`config.mk`:
```
export PLATFORM = sky130hd
export DESIGN_NAME = uart_tx_arbiter
export DESIGN_NICKNAME = d
export VERILOG_FILES = /design/src/rtl/uart_tx_arbiter.sv
export SDC_FILE = /design/constraint.sdc
export NUM_CORES = 1
export LEC_CHECK = 0
export BUFFER_PORTS_ARGS = -buffer_cell sky130_fd_sc_hd__buf_2
export CAP_MARGIN = 20
export CORE_AREA = 8 8 94 96
export DETAILED_ROUTE_END_ITERATION = 8
export DIE_AREA = 0 0 102 104
export PLACE_DENSITY = 0.64
export SYNTH_ARGS = -nofsm -noshare
export SYNTH_HDL_FRONTEND = slang
export SYNTH_SLANG_ARGS = --single-unit
```
`constraint.sdc`:
```
create_clock -name clk -period 5.6 [get_ports clk]
set_clock_uncertainty 0.1 [all_clocks]
set_input_delay 0.28 -clock clk [delete_from_list [all_inputs] [get_ports clk]]
set_output_delay 0.28 -clock clk [all_outputs]
set_load 0.005 [all_outputs]
```
`src/rtl/uart_tx_arbiter.sv`:
```
// uart_tx_arbiter
//   Round-robin arbiter that feeds bytes from NUM_REQ requesters into a single
//   UART transmitter. A byte is granted only when the remote end is clear to
//   send and the transmitter is idle. The byte and frame config are latched,
//   a one-cycle start pulse is issued, and the arbiter waits for tx_done_in.
//   A frame that never completes is aborted after TIMEOUT_CYCLES.
//
// Ports
//   clk, rst          clock, synchronous active-high reset
//   req_valid_in      per-requester byte pending
//   req_data_in       requester i byte at [8i+7:8i]
//   req_cfg_in        requester i frame config at [5i+4:5i]
//   req_ready_out     one-hot accept strobe (combinational, IDLE only)
//   tx_data_out       latched byte to the transmitter
//   cfg_reg_out       latched frame config to the transmitter
//   start_tx_out      one-cycle start pulse
//   tx_busy_in        transmitter busy
//   tx_done_in        transmitter finished the frame
//   cts_n_in          remote clear-to-send, active low
//   grant_id_out      index of current/last granted requester
//   active_out        high while a frame is in flight
//   timeout_err_out   one-cycle pulse when a frame is aborted
module uart_tx_arbiter #(
  parameter int          NUM_REQ        = 4,
  parameter int          TIMEOUT_CYCLES = 65536,
  parameter logic [4:0]  CFG_DEFAULT    = 5'b00011
) (
  input  logic                       clk,
  input  logic                       rst,
  input  logic [NUM_REQ-1:0]         req_valid_in,
  input  logic [8*NUM_REQ-1:0]       req_data_in,
  input  logic [5*NUM_REQ-1:0]       req_cfg_in,
  output logic [NUM_REQ-1:0]         req_ready_out,
  output logic [7:0]                 tx_data_out,
  output logic [4:0]                 cfg_reg_out,
  output logic                       start_tx_out,
  input  logic                       tx_busy_in,
  input  logic                       tx_done_in,
  input  logic                       cts_n_in,
  output logic [$clog2(NUM_REQ)-1:0] grant_id_out,
  output logic                       active_out,
  output logic                       timeout_err_out
);

  localparam int GW = $clog2(NUM_REQ);
  localparam int TW = $clog2(TIMEOUT_CYCLES);

  typedef enum logic [1:0] {IDLE, START, WAIT_DONE} state_t;

  state_t        state;
  logic [TW-1:0] timer;
  logic [GW-1:0] last_grant;

  logic [7:0]    data_arr [NUM_REQ];
  logic [4:0]    cfg_arr  [NUM_REQ];

  for (genvar i = 0; i < NUM_REQ; i++) begin : g_unpack
    assign data_arr[i] = req_data_in[8*i +: 8];
    assign cfg_arr[i]  = req_cfg_in[5*i +: 5];
  end

  // Round-robin search starting one past the last served requester.
  // The sum never exceeds 2*NUM_REQ-1, so one conditional subtract wraps it.
  logic [GW:0]   rr_sum;
  logic [GW-1:0] win_idx;
  logic          win_found;

  always_comb begin
    rr_sum    = '0;
    win_idx   = '0;
    win_found = 1'b0;
    for (int k = 1; k <= NUM_REQ; k++) begin
      rr_sum = {1'b0, last_grant} + (GW+1)'(k);
      if (rr_sum >= (GW+1)'(NUM_REQ))
        rr_sum = rr_sum - (GW+1)'(NUM_REQ);
      if (!win_found && req_valid_in[rr_sum[GW-1:0]]) begin
        win_found = 1'b1;
        win_idx   = rr_sum[GW-1:0];
      end
    end
  end

  logic grant;
  assign grant = (state == IDLE) && win_found && !cts_n_in && !tx_busy_in;

  // Accept strobe is combinational so the requester sees it in the grant cycle.
  assign req_ready_out = grant ? (NUM_REQ'(1) << win_idx) : '0;

  always_ff @(posedge clk) begin
    if (rst) begin
      state           <= IDLE;
      timer           <= '0;
      last_grant      <= GW'(NUM_REQ-1);
      start_tx_out    <= 1'b0;
      tx_data_out     <= 8'h00;
      cfg_reg_out     <= CFG_DEFAULT;
      grant_id_out    <= '0;
      active_out      <= 1'b0;
      timeout_err_out <= 1'b0;
    end else begin
      start_tx_out    <= 1'b0;
      timeout_err_out <= 1'b0;
      case (state)
        IDLE: begin
          if (grant) begin
            tx_data_out  <= data_arr[win_idx];
            cfg_reg_out  <= cfg_arr[win_idx];
            grant_id_out <= win_idx;
            start_tx_out <= 1'b1;
            active_out   <= 1'b1;
            state        <= START;
          end
        end
        START: begin
          timer <= '0;
          state <= WAIT_DONE;
        end
        WAIT_DONE: begin
          // Completion takes priority over a timeout landing on the same cycle.
          if (tx_done_in) begin
            state      <= IDLE;
            active_out <= 1'b0;
            last_grant <= grant_id_out;
          end else if (timer == TW'(TIMEOUT_CYCLES-2)) begin
            // Timer is about to reach TIMEOUT_CYCLES-1: abort the frame.
            timeout_err_out <= 1'b1;
            state           <= IDLE;
            active_out      <= 1'b0;
            last_grant      <= grant_id_out;
          end else begin
            timer <= timer + 1'b1;
          end
        end
        default: state <= IDLE;
      endcase
    end
  end

endmodule

```
==> reports/metrics.cfg <==
[power_and_ir_drop]
peakVddDrop_mv=0.0879
p_leak_nw=1.10
power_density_nw_per_um2=206
total_power_w=0.000564

[synthesis]
syn-num-nets=308
yosysWarnings=0
ys_async_sr_fraction_pct=0
synth_area_per_cell_um2=8.83
ys_ff_latch=38
synthFlopType=dfxtp_1
synthDistinctLibCells=50
yosys.area.top_type_share_pct=35.2
synth_edf_count=0
yosysTopAreaCell=dfxtp_1
synth_cells=245
synthTopCellsByArea=dfxtp_1, mux2i_1, nor2_1
synthesis.area_um2=2160
ys_seq_area_share_pct=35.2

[clocking]
insertion_delay_ns=0.29
clk_pin_slew_ns=0.07
clock_tree.root_cell=clkbuf_8
cts_max_level=2
cts_tree=yes
numCtsBuffers=5
post_cts_buffers=0
clock_sinks=38
post_cts_resized=0
clock_path_buffers=2
ctsHoldBuffers=0

[worst_setup_path]
r2r_setup_slack_ns=3.20
endpoint=req_ready_out[2]
crit_path_end_kind=primary output
path_max_fanout=16
required_ns=5.22
worstPathArrival_ns=2.41
start_kind=flip-flop
cpMaxStageDelayCell=nor3_2
rr_endpoint=tx_data_out[5]
ff2ff_path_depth=5
max_stage_delay_ns=0.87
cp-startpoint=last_grant[0]
worstPathCellList=nand2b_1 > a21oi_1 > nor3_2 > and3_2 > buf_2
path_class=flip-flop to primary output
r2r-start=last_grant[0]

[detailed_routing]
wl_met1_um=2510
vias=2048
first_pass_iters=8
route.detailed.drc=0
antenna_left=0
met3_wirelength_um=268
wl_per_cell_um=13.8
drt-total-wl_um=5880
via_per_inst=4.82
top_layer_used=met4
wl_met2_um=2970
drt_iter0_drc=120

[timing]
setup_viol=0
worst_pin_slew_ns=1.06
setup_tns_ns=0
finalCriticalPeriod_ns=2.79
rsz0062_at_grt=false
final-hold-violation-count=0
relSlewSlack_pct=29.0
max_freq_mhz=359
layout_setup_ws_ns=2.81
fin_crit_sh_pct=49.8
slew_viol_final=0

[floorplanning]
placementRows=32
fp.dieW_um=102
start_util_pct=29.0
die_area_um2=10600
core_um2=7450
die-height_um=104
pin_count=83

[global_routing]
grt_pass1_vias=2104
globalRoute.totalOverflow=0
grt_max_degree=28
grt_pass1_wl_um=9630
antenna_found_initial=0
grt_usage_pct=11.1

[run]
max_cap_viol_count=0

[placement]
placed_cells=418
placed_cell_area_um2=2660
gp_congestion=0.773
io_buffers=82
pre_cts_ws_ns=3.11
hpwl_um=4600

[run_status]
status=finished, final reports clean

[final_layout]
fin_cells=425
final_cell_mix=buf_2, dfxtp_1, nor2_1
syn2layout_area_growth_pct=26.4
layout_commonest_cell=buf_2
antenna_cells=0
fin_area_um2=2730
drive_gt1_share_pct=34.4
nNetsFinal=386

[min_path]
hold_path.class=primary input to flip-flop

==> power by group <==
part / total, W / switching [W] / internal (W)
clock network: 0.000175 / 0.0000890 / 0.0000857
logic: 0.000103 / 0.0000511 / 0.0000522
registers: 0.000286 / 0.00000595 / 0.000280
total: 0.000564 / 0.000146 / 0.000418
==> critical path: cells and delay by family, from the launching register on <==
family | cells | cell delay, ns
compound gates | 1 | 0.12
buf+inv | 1 | 0.11
flops | 1 | 0.45
simple gates | 3 | 1.44
==> worst min-delay path by stage <==
stage                   start         endpoint  slack (ns)  cells after the start
6_report           tx_done_in  timeout_err_out        0.24                      4
5_1_grt            tx_done_in  timeout_err_out        0.25                      4
4_1_cts            tx_done_in  timeout_err_out        0.24                      4
3_5_place_dp   cfg_reg_out[1]   cfg_reg_out[1]        0.37                      2
3_3_place_gp   cfg_reg_out[1]   cfg_reg_out[1]        0.37                      2
2_1_floorplan      tx_done_in  timeout_err_out        0.36                      3
==> cell usage after synthesis (3+ instances only) <==
library cell,n
nand4_1,3
nor2_1,37
nand3_1,3
o21ai_1,4
o21ai_0,3
a222oi_1,7
mux2i_1,15
nand2_1,14
inv_1,9
nor4_1,4
nor3_1,6
dfxtp_1,38
a21oi_1,10
nand2b_1,6
clkbuf_1,7
mux2_2,8
xnor2_1,10
a211oi_1,12
mux2_1,6
nand3b_1,4
==> registers in the layout, summed over array words and instances (netlist names) <==
name and count:
last_grant 2, cfg_reg_out 5, tx_data_out 8, grant_id_out 2
timeout_err_out 1, timer 16, state 2, start_tx_out 1
active_out 1
==> kinds of logic after synthesis <==
group	after synthesis	synth area share (%)
buffers and inverters	21	4.45
flip-flops	38	35.2
AO/OA/AOI/OAI	52	18.2
XOR/XNOR	10	4.05
adder cells (fa/ha/maj)	2	1.16
AND/OR/NAND/NOR	93	22.7
multiplexers	29	14.2
==> per-layer routing <==
metal	GRT usage, %	vias up
li1	-	1045
met2	18.8	64
met3	2.68	9
met4	5.35	0
met5	0	-
met1	12.6	930
==> stage by stage <==
stage          utilization [%]  hold slack (ns)
6_report                  36.7            0.239
5_1_grt                   36.7            0.249
4_1_cts                   36.7            0.239
3_5_place_dp              35.7            0.366
3_3_place_gp              35.7            0.365
2_1_floorplan                -            0.364
==> layout make-up <==
class	instances	area, um2
flip-flops and latches	38	761
fillers	808	4710
multi-input cells	186	1320
well taps	102	128
repair buffers	83	418
inverters	9	33.8
clock buffers	7	76.3
Power figures use the tool's default switching activity.
